### config.mk
export PLATFORM = sky130hd
export DESIGN_NAME = pipe_adder
export DESIGN_NICKNAME = d
export VERILOG_FILES = /design/src/rtl/pipe_adder.sv
export SDC_FILE = /design/constraint.sdc
export NUM_CORES = 1
export LEC_CHECK = 0
export BUFFER_PORTS_ARGS = -buffer_cell sky130_fd_sc_hd__buf_2
export CAP_MARGIN = 40
export CORE_MARGIN = 10
export CORE_UTILIZATION = 60
export CTS_CLUSTER_DIAMETER = 200
export CTS_CLUSTER_SIZE = 10
export DETAILED_ROUTE_END_ITERATION = 6
export PLACE_DENSITY = 0.88
export RECOVER_POWER = 50
export SYNTH_ARGS = -nofsm -noshare
export SYNTH_HDL_FRONTEND = slang
export SYNTH_SLANG_ARGS = --single-unit
### constraint.sdc
create_clock -name clk -period 7.2 [get_ports clk]
set_input_delay 0.36 -clock clk [delete_from_list [all_inputs] [get_ports clk]]
set_output_delay 0.36 -clock clk [all_outputs]
set_load 0.02 [all_outputs]
### src/rtl/pipe_adder.sv
// rtl/pipe_adder.sv - pipelined WIDTH-bit adder (wrap/saturate/subtract/accumulate), stats under PIPE_ADDER_STATS_EN
module pipe_adder #(
    parameter int WIDTH  = 16,
    parameter int STAGES = 2
) (
    input  logic              clk,
    input  logic              rst_n,
    input  logic              in_valid,
    output logic              in_ready,
    input  logic [WIDTH-1:0]  in_a,
    input  logic [WIDTH-1:0]  in_b,
    input  logic [1:0]        in_mode,
    input  logic              acc_clr,
    output logic              out_valid,
    input  logic              out_ready,
    output logic [WIDTH-1:0]  out_sum,
    output logic              out_carry,
    output logic [31:0]       stat_xfers,
    output logic [31:0]       stat_carries
);

    localparam logic [1:0] MODE_ADD = 2'b00;
    localparam logic [1:0] MODE_SAT = 2'b01;
    localparam logic [1:0] MODE_SUB = 2'b10;
    localparam logic [1:0] MODE_ACC = 2'b11;

    logic [STAGES-1:0] vld;
    logic [WIDTH:0]    stg [STAGES];
    logic [WIDTH-1:0]  acc;
    logic [WIDTH-1:0]  acc_base;
    logic [WIDTH:0]    add_ext;
    logic [WIDTH:0]    sub_ext;
    logic [WIDTH:0]    acc_ext;
    logic [WIDTH:0]    res;
    logic              stall;
    logic              accept;
    logic              acc_beat;

    assign out_valid = vld[STAGES-1];
    assign out_sum   = stg[STAGES-1][WIDTH-1:0];
    assign out_carry = stg[STAGES-1][WIDTH];
    assign stall     = out_valid && !out_ready;
    assign in_ready  = !stall;
    assign accept    = in_valid && in_ready;
    assign acc_beat  = accept && (in_mode == MODE_ACC);

    // A clear coinciding with an accumulate beat zeroes the base first.
    assign acc_base = acc_clr ? '0 : acc;
    assign add_ext  = {1'b0, in_a} + {1'b0, in_b};
    assign sub_ext  = {1'b0, in_a} - {1'b0, in_b};
    assign acc_ext  = {1'b0, acc_base} + {1'b0, in_a};

    always_comb begin
        res = add_ext;
        case (in_mode)
            MODE_ADD: res = add_ext;
            MODE_SAT: res = add_ext[WIDTH] ? '1 : add_ext;
            MODE_SUB: res = sub_ext;
            MODE_ACC: res = acc_ext;
            default:  res = add_ext;
        endcase
    end

    // Bit WIDTH of each stage word is the carry/borrow flag.
    always_ff @(posedge clk or negedge rst_n) begin
        if (!rst_n) begin
            vld <= '0;
            for (int i = 0; i < STAGES; i++) begin
                stg[i] <= '0;
            end
        end else if (!stall) begin
            vld[0] <= accept;
            if (accept) begin
                stg[0] <= res;
            end
            for (int i = 1; i < STAGES; i++) begin
                vld[i] <= vld[i-1];
                stg[i] <= stg[i-1];
            end
        end
    end

    always_ff @(posedge clk or negedge rst_n) begin
        if (!rst_n) begin
            acc <= '0;
        end else if (acc_beat) begin
            acc <= acc_ext[WIDTH-1:0];
        end else if (acc_clr) begin
            acc <= '0;
        end
    end

`ifdef PIPE_ADDER_STATS_EN
    always_ff @(posedge clk or negedge rst_n) begin
        if (!rst_n) begin
            stat_xfers   <= '0;
            stat_carries <= '0;
        end else begin
            if (accept) begin
                stat_xfers <= stat_xfers + 32'd1;
            end
            if (out_valid && out_ready && out_carry) begin
                stat_carries <= stat_carries + 32'd1;
            end
        end
    end
`else
    assign stat_xfers   = '0;
    assign stat_carries = '0;
`endif

endmodule

; ---- Word-level counts from Yosys, hierarchy flattened
; Cells that the tools add are included.
[word_totals]
reg_bits = 52
latch_bits = 0
ramBits = 0
mem_bits_ro = 0
input_bits = 39
out_inout_bits = 83
wordCells = 22
n_memories = 0
[classes]
add_sub_neg = 3
mul = 0
div = 0
order_cmp = 0
n_eq_ne = 3
shifts = 0
n_mux = 4
bitwise_logic = 1
reduce_logical = 7
[ops]
columns = cell, count
row1 = $pmux W17 S4, 1
row2 = $add A16 B16 Y17, 2
row3 = $mux W16, 2
row4 = $mux W17, 1
row5 = $sub A16 B16 Y17, 1
row6 = $eq A2 B2 Y1 const B, 2
row7 = $logic_and A1 B1 Y1, 3
row8 = $eq A2 B1 Y1 const B, 1
row9 = $logic_not A1 Y1, 2
row10 = $logic_not A2 Y1, 1
row11 = $reduce_and A2 Y1, 1
row12 = $not A1 Y1, 1

; ---- Logic depth before layout (Yosys ltp)
[depth]
ltp_word = 6
ltp_mapped = 11
mapped_depth_nobuf = 11

; ---- Worst setup path before layout
; OpenSTA, ideal clock, no wires.
[synth_path]
path_type = input to register
start = input port acc_clr
end = register stg[32] in the netlist's numbering
setup_ps = 126
arrival_time_ps = 2792
path_slack_ps = 4282
stages = 11
path_cell_list = clkbuf_1 > nor2b_1 > ha_1 > a21oi_1 > o21ai_0 > or3_1 > o21a_1 > a221o_1 > xor2_1 > nor2b_1 > o32a_1
[synth_between]
elab_chain_len = 3
[synth_lines]
columns = element, line_no
row1 = start: declaration, 13  ; input logic acc_clr,
row2 = $mux W16, --
row3 = $add A16 B16 Y17, 51  ; assign acc_ext = {1'b0, acc_base} + {1'b0, in_a};
row4 = $pmux W17 S4, 55  ; case (in_mode)
row5 = end signal: indexed assignment, 78  ; stg[i] <= stg[i-1];
row6 = end: declaration, 28  ; logic [WIDTH:0] stg [STAGES];
; No other way between the ends.
; A chain may end at the register's enable or synchronous reset.

; ---- Worst setup path in the final report
[layout_path]
start = register vld[1]
end = register stg[29] in the netlist's numbering
[layout_between]
elab_chain_len = 4
word_cells_on_any_way = 5
cone_classes = bitwise (1) / reduce/logical (4)
[layout_lines]
columns = element, line_no
row1 = start: declaration, 27  ; logic [STAGES-1:0] vld;
row2 = start signal: indexed assignment, 77  ; vld[i] <= vld[i-1];
row3 = $logic_and A1 B1 Y1 *, 42  ; assign stall = out_valid && !out_ready;
row4 = $logic_not A1 Y1, --
row5 = $logic_and A1 B1 Y1, 44  ; assign accept = in_valid && in_ready;
row6 = $reduce_and A2 Y1 (no line) *, --
; Mark *: on every way between the ends. The rest lies on a longest branch, timed or not.

==> out/summary.txt <==
GLOBAL ROUTING
---------------------------------------------------------------------------------
Initial antenna violation count                                                 0
Global-route wire length before repair                                    20.6 mm
Global-route usage over all layers                                          19.2%
Number of global-route vias before repair                                    4235
Largest net degree at the start of global routing                              53
Overflow after GRT                                                              0

CLOCK TREE
---------------------------------------------------------------------------------
Buffer type at the clock tree root                                   sky130_fd_sc_hd__clkbuf_8
Clock buffer count from CTS                                                     5
Number of buffers on the longest clock path                                     2
Register clock-pin slew on the reported worst setup and hold paths        0.10 ns
Clock tree from TritonCTS                                                    done
CTS HTree Levels                                                                2
Cts-stage hold buffer count                                                     0
Worst skew pair latency                                                   0.31 ns
TritonCTS Sinks                                                                52
Gates resized, CTS repair                                                       0
Number of post-CTS setup repair buffers                                         0

OUTCOME
---------------------------------------------------------------------------------
Violated checks                                                      capacitance limit, slew limit
Run status                                                           finished with violations

PWR
---------------------------------------------------------------------------------
Power density of the placed cells                                     184 nW/um^2
Total power of the final layout                                            962 uW
Static power due to leakage                                            0.00257 uW
IR Drop Worst-Case VDD                                                0.0000883 V

FLOORPLAN
---------------------------------------------------------------------------------
Core area                                                               8300 um^2
Horizontal die dimension                                                   113 um
Effective utilization at floorplan                                          62.2%
Total number of placement rows                                                 33
Top-level I/O count                                                           122
Die boundary height                                                        113 um
Total die area                                                         12700 um^2

DETAILED ROUTING
---------------------------------------------------------------------------------
Detailed router's first-iteration violation count                             364
Routed wire length                                                        12.9 mm
Detailed-route wire length per cell                                       17.8 um
Routed via count divided by cell count                                       5.76
Routed vias                                                                  4179
DRC violation count after routing                                               0
Antenna-violating nets left                                                     0
Router iterations before antenna repair                                         5

STA
---------------------------------------------------------------------------------
Final period utilization                                                    41.3%
Clock skew                                                              0.0105 ns
RSZ-0062 raised after global routing                                        false
Max Transition Viols Final                                                     53
Number of hold violations in the final report                                   0
Fmax achieved                                                           0.336 GHz
Final sum of negative setup slack                                            0 ns
Actual slew at the worst max-slew pin                                     2.74 ns
Final setup violation count                                                     0
Rel. slew slack                                                            -82.5%
Clock period minus final worst setup slack                                2.98 ns

WORST HOLD PATH
---------------------------------------------------------------------------------
Hold WC Path Type                                                      reg -> reg
Hold Crit Depth                                                                 1

FINAL LAYOUT
---------------------------------------------------------------------------------
Fraction of final layout cells sized beyond drive strength 1                17.1%
Filler Cell Count                                                             726
Area taken by flip-flops and latches                                    1300 um^2
Most common cell after layout, fill and taps aside                   sky130_fd_sc_hd__conb_1
Final-stage net count                                                         710
Highest-count cells in the layout ignoring fill and taps             sky130_fd_sc_hd__conb_1, sky130_fd_sc_hd__dfrtp_1, sky130_fd_sc_hd__buf_2
Multi-input combinational cell area                                     3260 um^2
Diodes inserted                                                                 0
Synth-to-Final Area Change                                                  1.24%

SETUP PATH
---------------------------------------------------------------------------------
R2r worst-path depth                                                            7
Highest-delay cell along the critical path                           sky130_fd_sc_hd__clkbuf_1
Classification of the worst setup path                                 reg -> reg
Type of element launching the critical path                                  flop
Ordered cell list for the critical path                              nor2b_1 -> clkbuf_1 -> inv_1 -> and2_1 -> nand3_1 -> o22ai_1 -> a211oi_1
Data required time at the worst endpoint                                  7.41 ns
Delay contributed by the slowest stage of the critical path               0.74 ns
CP arrival                                                                3.19 ns
Nature of the critical path endpoint                                         flop
Maximum fanout along the worst path                                            19

PLACEMENT
---------------------------------------------------------------------------------
Buffers added on ports                                                         57
Final weighted congestion in routability-driven placement                   0.960
Estimated wirelength of the detail-placed design                          10.6 mm

SYNTHESIS
---------------------------------------------------------------------------------
Post-Syn Instances                                                            589
Number of enable flip-flop cells after synthesis                                0
Count of different cell masters after synthesis                                68
Cell area after synthesis                                               5160 um^2
Sequential cell area fraction in the yosys report                           25.2%
Ys flop type                                                         sky130_fd_sc_hd__dfrtp_1
Synthesized area per cell                                               8.76 um^2
Post-synthesis async set-or-reset flop share                                 100%
Synth Warn #                                                                    0
Yosys reg bits                                                                 52

RUN
---------------------------------------------------------------------------------
Number of max-cap violations                                                    1

final timing paths:
kind,startpoint,endpoint,slack [ns]
min in group asynchronous,rst_n,acc[12],1.00
hold reg to reg,vld[0],vld[1],0.49
max in group asynchronous,rst_n,acc[14],4.65
setup reg to reg,vld[1],stg[29],4.22
hold / removal,vld[0],vld[1],0.49
setup / recovery,vld[1],stg[29],4.22
cell usage after synthesis (3+ instances only):
| master | n | area (um^2) |
|---|---|---|
| sky130_fd_sc_hd__nor2b_1 | 24 | 150 |
| sky130_fd_sc_hd__xnor2_1 | 24 | 210 |
| sky130_fd_sc_hd__nor3_1 | 9 | 45.0 |
| sky130_fd_sc_hd__nand2_1 | 30 | 113 |
| sky130_fd_sc_hd__or2_2 | 4 | 25.0 |
| sky130_fd_sc_hd__fa_1 | 3 | 60.1 |
| sky130_fd_sc_hd__nand3_1 | 9 | 45.0 |
| sky130_fd_sc_hd__o21ai_0 | 23 | 115 |
| sky130_fd_sc_hd__o31ai_1 | 4 | 30.0 |
| sky130_fd_sc_hd__nor2_1 | 36 | 135 |
| sky130_fd_sc_hd__mux2_2 | 31 | 349 |
| sky130_fd_sc_hd__inv_1 | 40 | 150 |
| sky130_fd_sc_hd__dfrtp_1 | 52 | 1300 |
| sky130_fd_sc_hd__a21o_1 | 8 | 60.1 |
| sky130_fd_sc_hd__o221ai_1 | 3 | 26.3 |
| sky130_fd_sc_hd__nand2b_1 | 8 | 50.1 |
| sky130_fd_sc_hd__buf_2 | 6 | 30.0 |
| sky130_fd_sc_hd__or3_1 | 5 | 31.3 |
| sky130_fd_sc_hd__o211ai_1 | 4 | 30.0 |
| sky130_fd_sc_hd__o31a_1 | 4 | 35.0 |
| sky130_fd_sc_hd__buf_4 | 80 | 601 |
| sky130_fd_sc_hd__o22ai_1 | 4 | 25.0 |
| sky130_fd_sc_hd__o21bai_1 | 4 | 30.0 |
| sky130_fd_sc_hd__a211oi_1 | 6 | 45.0 |
| sky130_fd_sc_hd__a21oi_1 | 39 | 195 |
| sky130_fd_sc_hd__o2bb2ai_1 | 3 | 26.3 |
| sky130_fd_sc_hd__clkbuf_1 | 11 | 41.3 |
| sky130_fd_sc_hd__a211o_1 | 3 | 26.3 |
| sky130_fd_sc_hd__ha_1 | 48 | 601 |
| sky130_fd_sc_hd__o21a_1 | 4 | 30.0 |
| sky130_fd_sc_hd__xor2_1 | 9 | 78.8 |
| sky130_fd_sc_hd__a31oi_1 | 10 | 62.6 |
where the power goes:
group / total, uW / leakage [uW] / switching (uW) / internal [uW]
sequential: 378 / 0.000627 / 27.9 / 350
clock: 173 / 0.0000414 / 103 / 69.5
combinational: 412 / 0.00191 / 256 / 156
sequential cells by signal, summed over array words and instances, names as in the netlist:
name and count:
out_carry 1, vld 2, stg 17, acc 16, out_sum 16
kinds of logic (layout without fill, tap and decap cells):
kind of cell	after synthesis	after routing	synth area share (%)
simple gates	136	136	13.1
buf+inv	139	108	16.2
other cells	1	64	0.0727
xor+xnor	33	33	5.60
compound gates	145	145	20.1
fa+ha+maj	51	51	12.8
mux	32	32	6.96
flops	52	52	25.2
through the flow:
stage                     worst slack [ns]  instance area (um^2)  cells  hold slack, ns  utilization [%]
after floorplan                       4.28                  5400    652          0.0644                -
after global placement                4.13                  5140    717           0.441             62.0
after detailed placement              4.02                  5150    718           0.463             62.1
after CTS                             4.25                  5240    726           0.182             63.2
after global routing                  3.94                  5230    726           0.499             63.0
final                                 4.22                  5230    726           0.487             63.0
per-layer routing:
| metal | vias to the layer above | track usage [%] | part of all wire, % |
|---|---|---|---|
| met5 | - | 0 | 0 |
| met4 | 0 | 6.26 | 1.9 |
| met3 | 24 | 3.75 | 7.9 |
| met2 | 204 | 31.0 | 46 |
| met1 | 1982 | 25.3 | 44 |
| li1 | 1969 | - | - |
critical path: cells and delay by family, from the launching register on:
family	cells	cell delay, ns
simple gates	3	1.13
buf+inv	2	0.95
compound gates	2	0.46
flops	1	0.35
final cells by class:
cell class,count,share of cell area (%)
multi-input cells,461,62.4
clock buffers,6,1.39
inverters,40,2.87
clock inverters,2,0.311
flip-flops and latches,52,24.9
repair buffers,60,5.63
well taps,105,2.51
Power figures use the tool's default switching activity.
